$ cat src/rtl/usb_frame_pkg.sv
// Shared constants and state encoding for the FT245 frame transmitter.
package usb_frame_pkg;

  localparam logic [7:0] StartFlagDefault = 8'h5A;
  localparam logic [7:0] StopFlagDefault  = 8'hA5;

  typedef enum logic [5:0] {
    StIdle    = 6'b000001,
    StStart   = 6'b000010,
    StSeq     = 6'b000100,
    StPayload = 6'b001000,
    StStop    = 6'b010000,
    StDone    = 6'b100000
  } state_e;

endpackage

$ cat src/rtl/usb_tx_skid.sv
// Two-entry skid buffer between the FIFO read port and the FT output register.
module usb_tx_skid #(
  parameter int unsigned DATA_WIDTH = 8
) (
  input  logic                  clk,
  input  logic                  rst_n,
  input  logic                  push,
  input  logic [DATA_WIDTH-1:0] push_data,
  input  logic                  pop,
  output logic [DATA_WIDTH-1:0] head,
  output logic [1:0]            count
);

  logic [DATA_WIDTH-1:0] mem0_q, mem0_d, mem1_q, mem1_d;
  logic [1:0]            count_q, count_d;

  always_comb begin
    mem0_d  = mem0_q;
    mem1_d  = mem1_q;
    count_d = count_q;
    case ({push, pop})
      2'b10: begin
        if (count_q == 2'd0) mem0_d = push_data;
        else                 mem1_d = push_data;
        count_d = count_q + 2'd1;
      end
      2'b01: begin
        mem0_d  = mem1_q;
        count_d = count_q - 2'd1;
      end
      2'b11: begin
        // Simultaneous pop and push keeps occupancy; new data goes behind any remaining entry.
        if (count_q == 2'd1) begin
          mem0_d = push_data;
        end else begin
          mem0_d = mem1_q;
          mem1_d = push_data;
        end
      end
      default: ;
    endcase
  end

  always_ff @(posedge clk or negedge rst_n) begin
    if (!rst_n) begin
      mem0_q  <= '0;
      mem1_q  <= '0;
      count_q <= 2'd0;
    end else begin
      mem0_q  <= mem0_d;
      mem1_q  <= mem1_d;
      count_q <= count_d;
    end
  end

  assign head  = mem0_q;
  assign count = count_q;

endmodule

$ cat src/rtl/usb_frame_tx.sv
// Sequences START, payload drained from the sample FIFO, and STOP onto the FT245 write port.
// Define USB_FRAME_SEQ_EN to insert an 8-bit frame sequence byte after START.
module usb_frame_tx
  import usb_frame_pkg::*;
#(
  parameter int unsigned DATA_WIDTH  = 8,
  parameter int unsigned FRAME_BYTES = 40960,
  parameter logic [DATA_WIDTH-1:0] START_FLAG = DATA_WIDTH'(StartFlagDefault),
  parameter logic [DATA_WIDTH-1:0] STOP_FLAG  = DATA_WIDTH'(StopFlagDefault)
) (
  input  logic                  clk,
  input  logic                  rst_n,
  input  logic                  frame_rdy_i,
  output logic                  frame_done_o,
  output logic                  busy_o,
  output logic                  underrun_o,
  output logic                  fifo_ren_o,
  input  logic [DATA_WIDTH-1:0] fifo_rdata_i,
  input  logic                  fifo_empty_i,
  input  logic                  ft_txe_n_i,
  output logic                  ft_wr_n_o,
  output logic [DATA_WIDTH-1:0] ft_data_o
);

  localparam int unsigned CntW = $clog2(FRAME_BYTES + 1);
  localparam logic [CntW-1:0] FrameCnt = CntW'(FRAME_BYTES);
  localparam logic [CntW-1:0] CntOne   = CntW'(1);

  state_e                state_q, state_d;
  logic                  wr_n_q, wr_n_d;
  logic [DATA_WIDTH-1:0] data_q, data_d;
  logic [CntW-1:0]       rd_cnt_q, rd_cnt_d, tx_cnt_q, tx_cnt_d;
  logic                  ren_q, ren;
  logic                  underrun_q, underrun_d;
`ifdef USB_FRAME_SEQ_EN
  logic [7:0]            seq_q, seq_d;
`endif

  logic                  accept, load, take, avail, reading;
  logic                  skid_push, skid_pop;
  logic [DATA_WIDTH-1:0] skid_head, next_byte;
  logic [1:0]            skid_count;
  logic [2:0]            occ_next;

  usb_tx_skid #(
    .DATA_WIDTH(DATA_WIDTH)
  ) u_skid (
    .clk      (clk),
    .rst_n    (rst_n),
    .push     (skid_push),
    .push_data(fifo_rdata_i),
    .pop      (skid_pop),
    .head     (skid_head),
    .count    (skid_count)
  );

  assign accept    = !wr_n_q && !ft_txe_n_i;
  // Oldest byte is either in the skid buffer or arriving this cycle from the FIFO.
  assign avail     = (skid_count != 2'd0) || ren_q;
  assign next_byte = (skid_count != 2'd0) ? skid_head : fifo_rdata_i;
  assign reading   = (state_q == StStart) || (state_q == StSeq) || (state_q == StPayload);

  always_comb begin
    state_d    = state_q;
    wr_n_d     = wr_n_q;
    data_d     = data_q;
    tx_cnt_d   = tx_cnt_q;
    underrun_d = underrun_q;
    load       = 1'b0;
    take       = 1'b0;
`ifdef USB_FRAME_SEQ_EN
    seq_d      = seq_q;
`endif

    unique case (state_q)
      StIdle: begin
        if (frame_rdy_i) begin
          state_d    = StStart;
          wr_n_d     = 1'b0;
          data_d     = START_FLAG;
          underrun_d = 1'b0;
        end
      end
      StStart: begin
        if (accept) begin
`ifdef USB_FRAME_SEQ_EN
          state_d = StSeq;
          data_d  = DATA_WIDTH'(seq_q);
`else
          state_d = StPayload;
          load    = 1'b1;
`endif
        end
      end
      StSeq: begin
        if (accept) begin
          state_d = StPayload;
          load    = 1'b1;
        end
      end
      StPayload: begin
        if (accept) begin
          tx_cnt_d = tx_cnt_q + CntOne;
          if (tx_cnt_q + CntOne == FrameCnt) begin
            state_d = StStop;
            data_d  = STOP_FLAG;
          end else begin
            load = 1'b1;
          end
        end else if (wr_n_q) begin
          load = 1'b1;
        end
      end
      StStop: begin
        if (accept) begin
          state_d = StDone;
          wr_n_d  = 1'b1;
`ifdef USB_FRAME_SEQ_EN
          seq_d   = seq_q + 8'd1;
`endif
        end
      end
      StDone: begin
        if (!frame_rdy_i) begin
          state_d  = StIdle;
          tx_cnt_d = '0;
        end
      end
      default: state_d = StIdle;
    endcase

    if (load) begin
      if (avail) begin
        take   = 1'b1;
        data_d = next_byte;
        wr_n_d = 1'b0;
      end else begin
        wr_n_d = 1'b1;
      end
    end

    if (reading && fifo_empty_i && (rd_cnt_q < FrameCnt)) underrun_d = 1'b1;
  end

  // Arriving data bypasses the skid buffer when it is empty and the output is being refilled.
  assign skid_push = ren_q && !(take && (skid_count == 2'd0));
  assign skid_pop  = take && (skid_count != 2'd0);
  assign occ_next  = 3'(skid_count) + 3'(ren_q) - 3'(take);
  assign ren       = reading && (rd_cnt_q < FrameCnt) && !fifo_empty_i && (occ_next < 3'd2);

  always_comb begin
    rd_cnt_d = rd_cnt_q;
    if (state_q == StDone && !frame_rdy_i) rd_cnt_d = '0;
    else if (ren)                          rd_cnt_d = rd_cnt_q + CntOne;
  end

  always_ff @(posedge clk or negedge rst_n) begin
    if (!rst_n) begin
      state_q    <= StIdle;
      wr_n_q     <= 1'b1;
      data_q     <= '0;
      rd_cnt_q   <= '0;
      tx_cnt_q   <= '0;
      ren_q      <= 1'b0;
      underrun_q <= 1'b0;
    end else begin
      state_q    <= state_d;
      wr_n_q     <= wr_n_d;
      data_q     <= data_d;
      rd_cnt_q   <= rd_cnt_d;
      tx_cnt_q   <= tx_cnt_d;
      ren_q      <= ren;
      underrun_q <= underrun_d;
    end
  end

`ifdef USB_FRAME_SEQ_EN
  always_ff @(posedge clk or negedge rst_n) begin
    if (!rst_n) seq_q <= 8'd0;
    else        seq_q <= seq_d;
  end
`endif

  assign ft_wr_n_o    = wr_n_q;
  assign ft_data_o    = data_q;
  assign fifo_ren_o   = ren;
  assign frame_done_o = (state_q == StDone);
  assign busy_o       = (state_q != StIdle);
  assign underrun_o   = underrun_q;

endmodule

$ cat config.mk
export PLATFORM = sky130hd
export DESIGN_NAME = usb_frame_tx
export DESIGN_NICKNAME = d
export VERILOG_FILES = /design/src/rtl/usb_frame_pkg.sv /design/src/rtl/usb_tx_skid.sv /design/src/rtl/usb_frame_tx.sv
export SDC_FILE = /design/constraint.sdc
export NUM_CORES = 1
export LEC_CHECK = 0
export ABC_CLOCK_PERIOD_IN_PS = 8500
export CAP_MARGIN = 20
export CORE_ASPECT_RATIO = 0.5
export CORE_MARGIN = 2
export CORE_UTILIZATION = 35
export CTS_CLUSTER_DIAMETER = 50
export DETAILED_ROUTE_END_ITERATION = 12
export PLACE_DENSITY = 0.53
export REMOVE_ABC_BUFFERS = 1
export SLEW_MARGIN = 20
export SYNTH_ARGS = -nofsm -noshare
export SYNTH_HDL_FRONTEND = slang
export SYNTH_HIERARCHICAL = 1
export SYNTH_SLANG_ARGS = --single-unit
$ cat constraint.sdc
create_clock -name clk -period 8.5 [get_ports clk]
set_input_delay 1.7 -clock clk [delete_from_list [all_inputs] [get_ports clk]]
set_output_delay 1.7 -clock clk [all_outputs]
set_load 0.01 [all_outputs]
==> results of run 1 <==
-- state kept, by name, summed over array words and instances, names as in the netlist --
register       count
ren_q              1
rd_cnt_q          16
u_skid/mem1_q      8
underrun_o         1
u_skid/count       2
u_skid/head        8
state_q            5
ft_data_o          8
ft_wr_n_o          1
tx_cnt_q          16
-- synthesized netlist by cell type (all sizes together) (5+ instances only) --
library cell  count  share of area
dfrtp            64           0.40
o21ai            40          0.055
nor2             35          0.033
nand2            25          0.024
a21oi            22          0.028
nand4            18          0.036
mux2i            17          0.043
nand3            16          0.020
mux2             13          0.039
a31oi            12          0.020
inv              12          0.011
ha               11          0.035
xor2             11          0.024
buf              10          0.019
clkbuf            8          0.015
nand2b            8          0.013
nor3              7          0.013
xnor2             7          0.015
and2              6          0.010
nor4              6          0.013
nor3b             5          0.011
or3               5         0.0078
-- layer usage --
| metal | GRT usage | wire, microns | up-vias |
|---|---|---|---|
| met5 | 0 | 0 | - |
| met4 | 0.0611 | 124 | 0 |
| met3 | 0.0375 | 244 | 9 |
| met2 | 0.237 | 3850 | 51 |
| met1 | 0.205 | 4380 | 1493 |
| li1 | - | - | 1533 |
-- worst reg2reg max path, delay by kind of cell (launching register included) --
kind	cells	cell delay (ns)
simple gates	8	1.67
fa+ha+maj	3	1.14
flops	1	0.51
compound gates	3	0.49
xor+xnor	2	0.38
buf+inv	1	0.19
-- where the power goes --
group          leakage, nW  switching, W  internal (W)
registers            0.860     0.0000726      0.000391
logic                0.889      0.000155      0.000168
clock network        0.142      0.000138      0.000225
-- per-stage QoR --
step	cell area, sq um	worst slack, ns	util
after floorplan	3850	2.46	-
after global placement	4310	1.59	0.390
after detailed placement	4310	1.55	0.390
after CTS	4600	1.53	0.416
after global routing	4600	1.30	0.416
final	4600	1.56	0.416
-- final cells by class --
type | instances | share of cell area
multi-input cells | 310 | 0.470
flip-flops and latches | 66 | 0.360
repair buffers | 28 | 0.0582
clock buffers | 10 | 0.0498
well taps | 145 | 0.0395
clock inverters | 6 | 0.0125
inverters | 12 | 0.00980
-- kinds of logic (layout without fill, tap and decap cells) --
group | after synthesis | count (layout)
simple gates | 149 | 149
flops | 66 | 66
mux | 30 | 30
fa+ha+maj | 12 | 12
xor+xnor | 18 | 18
compound gates | 101 | 101
buf+inv | 30 | 56
-- path summary, 6_finish.rpt --
check / start / end / depth (start not counted)
min reg2reg: tx_cnt_q[15] / tx_cnt_q[15] / 2
max: ft_txe_n_i / fifo_ren_o / 11
max in group asynchronous: rst_n / tx_cnt_q[2] / 2
min in group asynchronous: rst_n / u_skid/mem1_q[3] / 2
min: tx_cnt_q[15] / tx_cnt_q[15] / 2
max reg2reg: tx_cnt_q[0] / rd_cnt_q[7] / 17
==> metrics, run 1 <==
asr flop ratio synth 1.00; Setup-failing EPs final 0; total power ~0.0011 W; Mapped Area between 3000 and 4000 sq um; die height 79.5 microns; ANT cells 0; total CTS buffers 9; power per cell area 250 nW/um^2; Starting DRT DRC Count 140; delay-heaviest family, CP buffers and inverters; Slew @ Worst Pin a little over 1 ns; worst skew pair latency 0.34 ns; flops & latches, synth 66; Hold Crit Class flip-flop to flip-flop; Synth Area in XOR/XNOR 0.0395; post-CTS resize count 0; period utilization 0.816; CTS tree built; Synth Area in Simple Gates 0.219; routed wire length about 8600 microns; Max transition margin 0.321; Initial Util 0.361; final hold violations 0; nets@finish about 450; status finished, final reports clean; Worst Path Max Fanout 11; CTS root buf clkbuf_16; Crit path largest cell delay about 0.62 ns; die width between 150 and 200 microns; Routed wire per std cell between 10 and 15 microns; cells along the critical path clkdlybuf4s50_1 > nor2_1 > a22oi_1 > a21oi_1 > buf_4 > ha_1 > nand2b_1 > fa_1 > nor2b_1 > and4_1 > clkdlybuf4s50_1; gr usage total 0.152; Pre-antenna DRT Iters 4; adder and majority gate portion of the synthesized area 0.0395; # IOs 26; hold_ws between 0.4 and 0.5 ns; CTS Sinks 66; vias in the first global route 2,920; core area 11,000 sq um; Compound-Gate Fraction of Synth Area 0.161; Setup TNS 0 ns; RSZ-0062 raised after global routing no; Via Count around 3,000; die footprint approximately 12,000 sq um; Via density 5.35; CTS Hold Bufs 0; RD Place Congestion 0.793; share of layout cells above drive strength 1 0.123; CP Class primary input to primary output; commonest non-fill, non-tap cell in the layout dfrtp_1; largest family of logic cells by synthesized area simple AND/OR/NAND/NOR gates; static leakage 1.89 nW; CP endpoint kind primary output; Post-synth EDFFs 0; reg2reg setup slack 3.97 ns; global-route wire length before repair 14,800 microns; WP data arrival 5.24 ns; area growth from synthesis to layout 15.2%; Max IR drop VDD ~0.00011 V; largest net degree at the start of global routing 67; WP buf/inv 3; IO buf count 25; Max stage delay cell, worst path clkdlybuf4s50_1; clk slew on worst S/H paths around 0.05 ns; Post-CTS Setup Bufs 0; most frequent cells in the layout dfrtp_1, o21ai_0, nor2_1, nand2_1, clkdlybuf4s50_1; WP data required between 6 and 7 ns; # placed instances approximately 560; Yosys warnings 6; Peak Freq 144 MHz; area of the multi-input gates around 2200 sq um; Sequential Area about 1700 sq um; antenna violations before repair 0; CTS H-tree lvls 3; Startpoint Class primary input; Clock Tree Buf Depth 2; Avg Synthesized Cell Area around 10 sq um; Max Cap Viol 0; final cell count without fillers between 500 and 600; Detailed Place HPWL a little under 6000 microns; clock skew ~0.0060 ns; Final min period 6.94 ns; Syn Inst Count roughly 400; Cell Rows 27; Slew Limit Fails 0; DRC violations left 0; post-synthesis sequential area ratio 0.415; Synth cell types 68; Fill cells roughly 1,100; multiplexer share of the synthesized area 0.0812; ys flop type dfrtp_1; grt total ovfl 0; CP most frequent cell clkdlybuf4s50_1; Antenna Violating Nets Remaining 0
Power figures use the tool's default switching activity.
==> inputs of run 2 (changes only) <==
Settings changed: ABC_CLOCK_PERIOD_IN_PS 8500 to 6260, PLACE_DENSITY 0.53 to 0.55.
Clock period 8.5 ns to 6.26 ns, I/O delays scaled along.
==> metrics, run 2 (synthesis gave the netlist of run 1 again) <==
Hold Crit Class flip-flop to flip-flop; CTS H-tree lvls 3; Worst Path Max Fanout 9; CTS Sinks 66; Post-CTS Setup Bufs 0; Max transition margin 0.344; worst r2r src tx_cnt_q[0]; Final Util 0.418; die footprint ~12,000 sq um; antenna violations before repair 0; CTS root buf clkbuf_16; total CTS buffers 9; RSZ-0062 raised after global routing no; total power between 0.0015 and 0.002 W; CP Class flip-flop to primary output; worst skew pair latency ~0.33 ns; Slew @ Worst Pin about 1 ns; routed wire length approximately 8600 microns; pre-CTS WS approximately 0.66 ns; status finished, final reports clean; Largest regs rd_cnt_q (16), tx_cnt_q (16); Hold Crit Depth 2; nets@finish approximately 450; Final min period about 5.6 ns; Pre-antenna DRT Iters 5; Clock Tree Buf Depth 2; ANT cells 0; die height around 80 microns; Setup TNS 0 ns; largest net degree at the start of global routing between 60 and 70; commonest non-fill, non-tap cell in the layout dfrtp_1; post-CTS resize count 0; Detailed Place HPWL about 5900 microns; global-route wire length before repair 15,000 microns; area growth from synthesis to layout 15.7%; hold_ws approximately 0.48 ns; # IOs 26; WP data arrival 4.36 ns; reg2reg setup slack between 1.5 and 2 ns; IO buf count 25; share of layout cells above drive strength 1 0.122; Via density approximately 5.2; core area approximately 11,000 sq um; Peak Freq approximately 180 MHz; R2R Path End rd_cnt_q[11]; Crit. Startpoint tx_cnt_q[0]; clock skew 0.00502 ns; Final WS setup around 0.65 ns; grt total ovfl 0; Max IR drop VDD roughly 0.00014 V; vias in the first global route approximately 3,000; Initial Util 0.361; Max Cap Viol 0; Setup-failing EPs final 0; Startpoint Class flip-flop; gr usage total 0.153; WP data required roughly 5.0 ns; final hold violations 0; die width between 150 and 200 microns; CTS Hold Bufs 0; Cell Rows 27; most frequent cells in the layout dfrtp_1, o21ai_0, nor2_1, nand2_1, clkdlybuf4s50_1; CP endpoint kind primary output; Antenna Violating Nets Remaining 0; worst reg-to-reg path cell count 16; clk slew on worst S/H paths around 0.050 ns; DRC violations left 0; CTS tree built; static leakage 1.90 nW; Routed wire per std cell 14.9 microns; hold path endpoint tx_cnt_q[15]; Via Count 3,009; Starting DRT DRC Count 161; RD Place Congestion around 0.83; power per cell area about 340 nW/um^2; hold_sp tx_cnt_q[15]; period utilization 0.896; Slew Limit Fails 0
## run 2: area by class of cell
cell class / instances / area, sq um
Sequential cell: 66 / 1650
Clock inverter: 4 / 51.3
Inverter: 12 / 45.0
Clock buffer: 12 / 246
Multi-Input combinational cell: 310 / 2160
Tap cell: 145 / 181
Fill cell: 1058 / 6430
Timing Repair Buffer: 29 / 275
## run 2: worst max-delay path: stages (launching register included)
cell and delay, ns:
dfrtp_1 0.50, ha_1 0.39, nand2_1 0.14, nor4_1 0.34, xnor2_1 0.23, nand4_4 0.18
o311ai_2 0.25, a21oi_1 0.13, ha_1 0.28, nand2b_1 0.16, fa_1 0.47, nor2b_1 0.16
and4_1 0.25, clkdlybuf4s50_1 0.54
## run 2: worst max-delay path by stage
stage,slack (ns),cells after the start,to
2_1_floorplan,1.12,8,fifo_ren_o
4_1_cts,0.64,13,fifo_ren_o
5_1_grt,0.29,13,fifo_ren_o
6_report,0.65,13,fifo_ren_o
3_5_place_dp,0.66,10,fifo_ren_o
3_3_place_gp,0.70,10,fifo_ren_o
## run 2: where the power goes
group / internal (W) / total, W / switching (W) / leakage, nW
logic: 0.000229 / 0.000440 / 0.000211 / 0.894
clock network: 0.000319 / 0.000502 / 0.000182 / 0.143
registers: 0.000531 / 0.000628 / 0.0000965 / 0.860
total: 0.00108 / 0.00157 / 0.000490 / 1.90
## run 2: stage by stage
| step | cell area [sq um] | instances |
|---|---|---|
| 6_report | 4620 | 578 |
| 5_1_grt | 4620 | 578 |
| 4_1_cts | 4620 | 578 |
| 3_5_place_dp | 4320 | 562 |
| 3_3_place_gp | 4320 | 562 |
| 2_1_floorplan | 3850 | 388 |
## run 2: routing by layer
layer / wire length [microns] / GRT usage
met1: 4350 / 0.209
met2: 3950 / 0.243
met3: 214 / 0.0391
met4: 75 / 0.0389
met5: 0 / 0
